$ cat src/rtl/ctrl_pkg.sv
`default_nettype none
// +----------------------------------------------------------------------------+
// | Package  : ctrl_pkg                                                        |
// | Brief    : Shared control encodings for the 17-bit-instruction processor.  |
// | Revision : 1.0 - initial release                                           |
// +----------------------------------------------------------------------------+
package ctrl_pkg;

    localparam int c_INSTR_W = 6;
    localparam int c_FLAGS_W = 4;

    typedef enum logic [3:0] {
        S_FETCH   = 4'd0,
        S_DECODE  = 4'd1,
        S_EXEC_R  = 4'd2,
        S_EXEC_I  = 4'd3,
        S_ALU_WB  = 4'd4,
        S_MEM_ADR = 4'd5,
        S_MEM_RD  = 4'd6,
        S_MEM_WB  = 4'd7,
        S_MEM_WR  = 4'd8,
        S_BRANCH  = 4'd9
    } state_t;

    localparam logic [1:0] c_TIPO_DATA    = 2'b00;
    localparam logic [1:0] c_TIPO_MEM     = 2'b01;
    localparam logic [1:0] c_TIPO_BRANCH  = 2'b10;
    localparam logic [1:0] c_TIPO_ILLEGAL = 2'b11;

    localparam logic [1:0] c_ALU_ADD = 2'b00;
    localparam logic [1:0] c_ALU_SUB = 2'b01;
    localparam logic [1:0] c_ALU_AND = 2'b10;
    localparam logic [1:0] c_ALU_ORR = 2'b11;

    localparam logic [2:0] c_COND_EQ = 3'b000;
    localparam logic [2:0] c_COND_NE = 3'b001;
    localparam logic [2:0] c_COND_GE = 3'b010;
    localparam logic [2:0] c_COND_LT = 3'b011;
    localparam logic [2:0] c_COND_GT = 3'b100;
    localparam logic [2:0] c_COND_LE = 3'b101;
    localparam logic [2:0] c_COND_AL = 3'b110;
    localparam logic [2:0] c_COND_NV = 3'b111;

    localparam logic [1:0] c_IMM_DATA   = 2'b00;
    localparam logic [1:0] c_IMM_MEM    = 2'b01;
    localparam logic [1:0] c_IMM_BRANCH = 2'b10;

    localparam logic [1:0] c_RES_ALUREG  = 2'b00;
    localparam logic [1:0] c_RES_MEMDATA = 2'b01;
    localparam logic [1:0] c_RES_ALUOUT  = 2'b10;

    localparam logic [1:0] c_ALUB_REG = 2'b00;
    localparam logic [1:0] c_ALUB_IMM = 2'b01;
    localparam logic [1:0] c_ALUB_INC = 2'b10;

    typedef struct packed {
        logic [1:0] tipo;
        logic       imm;
        logic [1:0] op;
        logic       store;
        logic [2:0] cond;
    } instr_t;

    // Fields overlap: op, L/S and cond are views of the same low bits.
    function automatic instr_t decode_instr(input logic [c_INSTR_W-1:0] bits);
        instr_t d;
        d.tipo  = bits[5:4];
        d.imm   = bits[3];
        d.op    = bits[2:1];
        d.store = bits[1];
        d.cond  = bits[2:0];
        return d;
    endfunction

endpackage
`default_nettype wire

$ cat src/rtl/mc_sequencer_if.sv
`default_nettype none
// +----------------------------------------------------------------------------+
// | Interface : mc_sequencer_if                                                |
// | Brief     : Sequencer <-> datapath/memory control and handshake bundle.    |
// | Revision  : 1.0 - initial release                                          |
// +----------------------------------------------------------------------------+
interface mc_sequencer_if;
    import ctrl_pkg::*;

    logic [c_INSTR_W-1:0] currentInstr;
    logic [c_FLAGS_W-1:0] ALUFlags;
    logic                 mem_ready;
    logic                 mem_req;
    logic                 MemWrite;
    logic                 AdrSrc;
    logic                 IRWrite;
    logic                 PCWrite;
    logic                 RegWrite;
    logic [1:0]           RegSrc;
    logic [1:0]           ImmSrc;
    logic                 ALUSrcA;
    logic [1:0]           ALUSrcB;
    logic [1:0]           ALUControl;
    logic [1:0]           ResultSrc;
    logic                 illegal;

    modport master (
        input  currentInstr, ALUFlags, mem_ready,
        output mem_req, MemWrite, AdrSrc, IRWrite, PCWrite, RegWrite,
               RegSrc, ImmSrc, ALUSrcA, ALUSrcB, ALUControl, ResultSrc, illegal
    );

    modport slave (
        output currentInstr, ALUFlags, mem_ready,
        input  mem_req, MemWrite, AdrSrc, IRWrite, PCWrite, RegWrite,
               RegSrc, ImmSrc, ALUSrcA, ALUSrcB, ALUControl, ResultSrc, illegal
    );
endinterface
`default_nettype wire

$ cat src/rtl/cond_eval.sv
`default_nettype none
// +----------------------------------------------------------------------------+
// | Module   : cond_eval                                                       |
// | Brief    : Branch condition check of a 3-bit code against NZCV.            |
// | Revision : 1.0 - initial release                                           |
// +----------------------------------------------------------------------------+
module cond_eval
    import ctrl_pkg::*;
(
    input  wire logic [2:0] i_cond,
    input  wire logic [3:0] i_nzcv,
    output logic            o_pass
);
    logic w_n;
    logic w_z;
    logic w_v;
    logic w_unused_c;

    assign w_n        = i_nzcv[3];
    assign w_z        = i_nzcv[2];
    assign w_unused_c = i_nzcv[1];
    assign w_v        = i_nzcv[0];

    always_comb begin
        o_pass = 1'b0;
        case (i_cond)
            c_COND_EQ: o_pass = w_z;
            c_COND_NE: o_pass = ~w_z;
            c_COND_GE: o_pass = (w_n == w_v);
            c_COND_LT: o_pass = (w_n != w_v);
            c_COND_GT: o_pass = ~w_z & (w_n == w_v);
            c_COND_LE: o_pass = w_z | (w_n != w_v);
            c_COND_AL: o_pass = 1'b1;
            c_COND_NV: o_pass = 1'b0;
            default:   o_pass = 1'b0;
        endcase
    end
endmodule
`default_nettype wire

$ cat src/rtl/mc_sequencer.sv
`default_nettype none
// +----------------------------------------------------------------------------+
// | Module   : mc_sequencer                                                    |
// | Brief    : Multicycle control FSM with NZCV register and memory handshake. |
// | Revision : 1.0 - initial release                                           |
// +----------------------------------------------------------------------------+
module mc_sequencer
    import ctrl_pkg::*;
(
    input  wire logic      clk,
    input  wire logic      reset,
    mc_sequencer_if.master bus
);
    state_t     r_state;
    state_t     w_next;
    logic [3:0] r_nzcv;
    instr_t     w_ins;
    logic       w_pass;
    logic       w_exec;

    logic       w_mem_req;
    logic       w_mem_write;
    logic       w_adr_src;
    logic       w_ir_write;
    logic       w_pc_write;
    logic       w_reg_write;
    logic [1:0] w_reg_src;
    logic [1:0] w_imm_src;
    logic       w_alu_src_a;
    logic [1:0] w_alu_src_b;
    logic [1:0] w_alu_ctrl;
    logic [1:0] w_result_src;
    logic       w_illegal;

    assign w_ins  = decode_instr(bus.currentInstr);
    assign w_exec = (r_state == S_EXEC_R) || (r_state == S_EXEC_I);

    cond_eval u_cond_eval (
        .i_cond (w_ins.cond),
        .i_nzcv (r_nzcv),
        .o_pass (w_pass)
    );

    always_ff @(posedge clk) begin
        if (!reset) begin
            r_state <= S_FETCH;
        end else begin
            r_state <= w_next;
        end
    end

    // Logic ops leave carry and overflow untouched.
    always_ff @(posedge clk) begin
        if (!reset) begin
            r_nzcv <= 4'b0000;
        end else if (w_exec) begin
            r_nzcv[3:2] <= bus.ALUFlags[3:2];
            if ((w_ins.op == c_ALU_ADD) || (w_ins.op == c_ALU_SUB)) begin
                r_nzcv[1:0] <= bus.ALUFlags[1:0];
            end
        end
    end

    always_comb begin
        w_next = r_state;
        case (r_state)
            S_FETCH: begin
                if (bus.mem_ready) w_next = S_DECODE;
            end
            S_DECODE: begin
                case (w_ins.tipo)
                    c_TIPO_DATA:   w_next = w_ins.imm ? S_EXEC_I : S_EXEC_R;
                    c_TIPO_MEM:    w_next = S_MEM_ADR;
                    c_TIPO_BRANCH: w_next = w_pass ? S_BRANCH : S_FETCH;
                    default:       w_next = S_FETCH;
                endcase
            end
            S_EXEC_R, S_EXEC_I: w_next = S_ALU_WB;
            S_ALU_WB:           w_next = S_FETCH;
            S_MEM_ADR:          w_next = w_ins.store ? S_MEM_WR : S_MEM_RD;
            S_MEM_RD: begin
                if (bus.mem_ready) w_next = S_MEM_WB;
            end
            S_MEM_WB:           w_next = S_FETCH;
            S_MEM_WR: begin
                if (bus.mem_ready) w_next = S_FETCH;
            end
            S_BRANCH:           w_next = S_FETCH;
            default:            w_next = S_FETCH;
        endcase
    end

    always_comb begin
        w_mem_req    = 1'b0;
        w_mem_write  = 1'b0;
        w_adr_src    = 1'b0;
        w_ir_write   = 1'b0;
        w_pc_write   = 1'b0;
        w_reg_write  = 1'b0;
        w_reg_src    = 2'b00;
        w_imm_src    = 2'b00;
        w_alu_src_a  = 1'b0;
        w_alu_src_b  = c_ALUB_REG;
        w_alu_ctrl   = c_ALU_ADD;
        w_result_src = c_RES_ALUREG;
        w_illegal    = 1'b0;

        if (r_state != S_FETCH) w_imm_src = w_ins.tipo;

        case (r_state)
            S_FETCH: begin
                w_mem_req    = 1'b1;
                w_alu_src_a  = 1'b1;
                w_alu_src_b  = c_ALUB_INC;
                w_result_src = c_RES_ALUOUT;
                w_ir_write   = bus.mem_ready;
                w_pc_write   = bus.mem_ready;
            end
            S_DECODE: begin
                w_alu_src_a = 1'b1;
                w_alu_src_b = c_ALUB_INC;
                w_illegal   = (w_ins.tipo == c_TIPO_ILLEGAL);
            end
            S_EXEC_R: begin
                w_alu_src_b = c_ALUB_REG;
                w_alu_ctrl  = w_ins.op;
            end
            S_EXEC_I: begin
                w_alu_src_b = c_ALUB_IMM;
                w_alu_ctrl  = w_ins.op;
            end
            S_ALU_WB: begin
                w_reg_write  = 1'b1;
                w_result_src = c_RES_ALUREG;
            end
            S_MEM_ADR: begin
                w_alu_src_b = c_ALUB_IMM;
            end
            S_MEM_RD: begin
                w_mem_req = 1'b1;
                w_adr_src = 1'b1;
            end
            S_MEM_WB: begin
                w_reg_write  = 1'b1;
                w_result_src = c_RES_MEMDATA;
            end
            S_MEM_WR: begin
                w_mem_req   = 1'b1;
                w_mem_write = 1'b1;
                w_adr_src   = 1'b1;
                w_reg_src   = 2'b10;
            end
            S_BRANCH: begin
                w_alu_src_a  = 1'b1;
                w_alu_src_b  = c_ALUB_IMM;
                w_result_src = c_RES_ALUOUT;
                w_pc_write   = 1'b1;
                w_reg_src    = 2'b01;
            end
            default: ;
        endcase
    end

    // Held reset silences every control line, independent of the state value.
    assign bus.mem_req    = w_mem_req    & reset;
    assign bus.MemWrite   = w_mem_write  & reset;
    assign bus.AdrSrc     = w_adr_src    & reset;
    assign bus.IRWrite    = w_ir_write   & reset;
    assign bus.PCWrite    = w_pc_write   & reset;
    assign bus.RegWrite   = w_reg_write  & reset;
    assign bus.RegSrc     = w_reg_src    & {2{reset}};
    assign bus.ImmSrc     = w_imm_src    & {2{reset}};
    assign bus.ALUSrcA    = w_alu_src_a  & reset;
    assign bus.ALUSrcB    = w_alu_src_b  & {2{reset}};
    assign bus.ALUControl = w_alu_ctrl   & {2{reset}};
    assign bus.ResultSrc  = w_result_src & {2{reset}};
    assign bus.illegal    = w_illegal    & reset;
endmodule
`default_nettype wire

$ cat src/flat_wrapper.sv
// flat-port wrapper written by rule: the top's interface ports become plain ports
module mc_sequencer_flat import ctrl_pkg::*;
  (clk, reset, bus_currentInstr, bus_ALUFlags, bus_mem_ready, bus_mem_req, bus_MemWrite, bus_AdrSrc, bus_IRWrite, bus_PCWrite, bus_RegWrite, bus_RegSrc, bus_ImmSrc, bus_ALUSrcA, bus_ALUSrcB, bus_ALUControl, bus_ResultSrc, bus_illegal);
  mc_sequencer_if bus_i ();
  input  wire logic clk;
  input  wire logic reset;
  input wire logic [$bits(bus_i.currentInstr)-1:0] bus_currentInstr;
  input wire logic [$bits(bus_i.ALUFlags)-1:0] bus_ALUFlags;
  input wire logic [$bits(bus_i.mem_ready)-1:0] bus_mem_ready;
  output wire logic [$bits(bus_i.mem_req)-1:0] bus_mem_req;
  output wire logic [$bits(bus_i.MemWrite)-1:0] bus_MemWrite;
  output wire logic [$bits(bus_i.AdrSrc)-1:0] bus_AdrSrc;
  output wire logic [$bits(bus_i.IRWrite)-1:0] bus_IRWrite;
  output wire logic [$bits(bus_i.PCWrite)-1:0] bus_PCWrite;
  output wire logic [$bits(bus_i.RegWrite)-1:0] bus_RegWrite;
  output wire logic [$bits(bus_i.RegSrc)-1:0] bus_RegSrc;
  output wire logic [$bits(bus_i.ImmSrc)-1:0] bus_ImmSrc;
  output wire logic [$bits(bus_i.ALUSrcA)-1:0] bus_ALUSrcA;
  output wire logic [$bits(bus_i.ALUSrcB)-1:0] bus_ALUSrcB;
  output wire logic [$bits(bus_i.ALUControl)-1:0] bus_ALUControl;
  output wire logic [$bits(bus_i.ResultSrc)-1:0] bus_ResultSrc;
  output wire logic [$bits(bus_i.illegal)-1:0] bus_illegal;
  assign bus_i.currentInstr = bus_currentInstr;
  assign bus_i.ALUFlags = bus_ALUFlags;
  assign bus_i.mem_ready = bus_mem_ready;
  assign bus_mem_req = bus_i.mem_req;
  assign bus_MemWrite = bus_i.MemWrite;
  assign bus_AdrSrc = bus_i.AdrSrc;
  assign bus_IRWrite = bus_i.IRWrite;
  assign bus_PCWrite = bus_i.PCWrite;
  assign bus_RegWrite = bus_i.RegWrite;
  assign bus_RegSrc = bus_i.RegSrc;
  assign bus_ImmSrc = bus_i.ImmSrc;
  assign bus_ALUSrcA = bus_i.ALUSrcA;
  assign bus_ALUSrcB = bus_i.ALUSrcB;
  assign bus_ALUControl = bus_i.ALUControl;
  assign bus_ResultSrc = bus_i.ResultSrc;
  assign bus_illegal = bus_i.illegal;
  mc_sequencer u_core (.clk(clk), .reset(reset), .bus(bus_i));
endmodule
$ cat config.mk
export PLATFORM = sky130hd
export DESIGN_NAME = mc_sequencer_flat
export DESIGN_NICKNAME = d
export VERILOG_FILES = /design/src/rtl/ctrl_pkg.sv /design/src/rtl/mc_sequencer_if.sv /design/src/rtl/cond_eval.sv /design/src/rtl/mc_sequencer.sv /design/src/flat_wrapper.sv
export SDC_FILE = /design/constraint.sdc
export NUM_CORES = 1
export LEC_CHECK = 0
export CAP_MARGIN = 5
export CORE_MARGIN = 1
export CORE_UTILIZATION = 40
export CTS_CLUSTER_SIZE = 40
export DETAILED_ROUTE_END_ITERATION = 12
export PLACE_DENSITY = 0.83
export RECOVER_POWER = 25
export SYNTH_ARGS = -nofsm -noshare
export SYNTH_HDL_FRONTEND = slang
export SYNTH_SLANG_ARGS = --single-unit
$ cat constraint.sdc
create_clock -name clk -period 2.1 [get_ports clk]
set_input_delay 0.21 -clock clk [delete_from_list [all_inputs] [get_ports clk]]
set_output_delay 0.21 -clock clk [all_outputs]
set_load 0.02 [all_outputs]
==> results.tsv <==
stage	metric	value	unit
synth	Syn Area/Cell	6.72	sq um
layout	FF+latch area	144	sq um
synth	Post-synth EDFFs	0	
clock_tree	htree depth	1	
layout	fillers	147	
grt	first-pass GRT wire length	2.70	mm
setup_path	critical-path maximum fanout	8	
setup_path	Worst Path Required	1.89	ns
grt	largest net degree at the start of global routing	19	
sta	Setup TNS Final	0	ns
sta	final-report hold violation count	0	
sta	Worst Slack Setup Final	0.103	ns
die	die footprint	1810	sq um
synth	Synth area leaders	dfxtp_1 21%, nor2_1 9.7%, a21oi_1 6.8%, nand2_1 5.1%, o21ai_0 3.8%	
placed_design	port bufs	29	
clock_tree	Max clock buf depth	2	
die	# IOs	31	
placed_design	routability cong.	0.857	
clock_tree	CTS tree	done	
placed_design	Placement Setup Slack	0.112	ns
die	area of the core	1520	sq um
synth	syn nets	111	
setup_path	Worst EP arrival	1.79	ns
setup_path	Slowest cell on crit path	clkdlybuf4s50_1	
layout	share of cells above drive strength 1	0.138	
layout	Syn-to-layout area delta	53.6	%
die	Horiz. Die Dim	42.6	um
power	PD cells	460	nW/um^2
grt	initial antenna violation count	0	
synth	ys async rst share	0	
setup_path	reg-to-reg startpoint	u_core.r_state[0]	
sta	FMAX	501	MHz
detailed_routing	via count	804	
synth	Yosys warning total	0	
setup_path	Setup CP Type	register to output port	
layout	area of the multi-input gates	484	sq um
grt	total gr overflow	0	
synth	Post-Syn Area	658	sq um
worst_hold_path	hold_sp	u_core.r_nzcv[3]	
synth	synthesized instance count	98	
placed_design	Final HPWL DP	1.32	mm
setup_path	max incr delay on CP	0.61	ns
detailed_routing	first-pass iteration count of the detailed router	4	
power	IR drop worst, VDD	0.267	mV
sta	Final setup viols	0	
clock_tree	CTS Buf Count	3	
sta	Final min period	2.00	ns
clock_tree	post-CTS setup buffer count	0	
clock_tree	Reg clk slew, reported paths	0.05	ns
detailed_routing	wire per inst	11.9	um
detailed_routing	WL final	1.74	mm
synth	top_reg_cell synth	dfxtp_1	
layout	Ant. Diodes	0	
die	Die Y	42.6	um
layout	Final Core Density	0.663	
die	Initial Util	0.432	
setup_path	CP cell instances	nor2b_2, a22oi_1, nor2_1, clkdlybuf4s50_1	
sta	worst slew pin tran	0.350	ns
run	max cap viols	0	
status	status	complete, no violations	
synth	post-synth top area share	0.213	
detailed_routing	Routed Antenna Nets	0	
worst_hold_path	Hold Crit Class	register to register	
setup_path	Worst setup SP type	register	
die	FP Rows	14	
layout	Final #Nets	144	
grt	Tot GR Track Use	0.192	
setup_path	Setup crit end kind	output port	
sta	max-slew headroom at the worst pin	0.767	
detailed_routing	Vias/cell	5.51	
sta	Clock Skews	0.00686	ns
placed_design	DP Cell Count	142	
detailed_routing	DRC violations left	0	
power	leakage	0.431	nW
layout	Cell Count, Final, Fillers Out	146	
synth	cell taking the most area after synthesis	dfxtp_1	
sta	RSZ-0062 raised after global routing	false	
detailed_routing	initial detailed-routing violation count	14	
setup_path	Worst Setup SP	u_core.r_state[2]	
grt	vias in the first global route	681	
clock_tree	CTS root buffer	clkbuf_4	
sta	pins over their slew limit	0	
sta	Final period util	0.951	
clock_tree	clk_lat worst skew	0.25	ns
synth	number of synthesized register bits	7	
synth	Seq/Total Area, Yosys	0.213	
synth	Netlist cell types	35	
clock_tree	Sink Count	7	
-- layer usage --
metal | track usage | up-vias | wire (um) | part of all wire
li1 | - | 409 | - | -
met1 | 0.228 | 360 | 757 | 0.43
met2 | 0.335 | 29 | 847 | 0.49
met3 | 0.0431 | 6 | 98 | 0.056
met4 | 0.0688 | 0 | 38 | 0.022
met5 | 0 | - | 0 | 0
-- critical path: cells and delay by family (launching register included) --
family                 cells  cell delay (ns)
flip-flops                 1             0.42
AO/OA/AOI/OAI              1             0.12
AND/OR/NAND/NOR            2             0.38
buffers and inverters      1             0.61
-- where the power goes --
group	switching (W)	internal, W
registers	0.0000149	0.000140
clock network	0.0000483	0.0000724
logic	0.0000955	0.0000943
-- cells in the final DEF (no fill, tap or decap), drive strengths merged, types with 4 or more instances in the layout --
cell type	count
buf	6
o21ai	5
nand2	9
clkdlybuf4s50	25
dfxtp	7
clkbuf	5
a21oi	9
nand3	4
nor2	17
-- cell usage after synthesis, drive strengths merged, types with 3 or more instances --
library cell and instances:
nor2 17, a21oi 9, nand2 9, dfxtp 7, o21ai 5, clkbuf 4
nand3 4, a21boi 3, and3 3, buf 3, inv 3, nor2b 3
nor3 3
-- path summary, 6_finish.rpt --
check / cells past startpoint / slack, ns / to
setup / recovery: 4 / 0.10 / bus_AdrSrc
hold / removal: 2 / 0.48 / u_core.r_nzcv[3]
setup reg to reg: 5 / 0.43 / u_core.r_state[0]
hold reg to reg: 2 / 0.48 / u_core.r_nzcv[3]
-- flip-flops by register name, indices dropped and copies added, names as in the netlist --
| signal | count |
|---|---|
| u_core.r_state | 4 |
| u_core.r_nzcv | 3 |
-- stage by stage --
stage	hold slack (ns)	instance area, sq um	total power [W]
after floorplan	0.355	658	0.000263
final	0.478	1010	0.000465
after global routing	0.499	1010	0.000492
after detailed placement	0.474	981	0.000346
after global placement	0.476	981	0.000342
after CTS	0.480	1010	0.000466
-- final cells by class --
cell class,instances,area share
well taps,16,0.0198
multi-input cells,81,0.479
clock buffers,4,0.0260
flip-flops and latches,7,0.142
repair buffers,35,0.322
inverters,3,0.0111
-- logic make-up (layout without fill, tap and decap cells) --
logic type | count (synthesis) | count (layout) | synth area share
DFF | 7 | 7 | 0.213
and+or+nand+nor | 52 | 52 | 0.428
AOI/OAI and AO/OA | 27 | 27 | 0.266
buffers and inverters | 10 | 42 | 0.0665
xor gates and xnor gates | 2 | 2 | 0.0266
-- repair_timing --
action	in CTS	in global routing
gates resized for setup	6	4
pin swaps	0	0
gates cloned	0	0
hold buffers	0	0
setup endpoints to repair	12	11
Power figures use the tool's default switching activity.
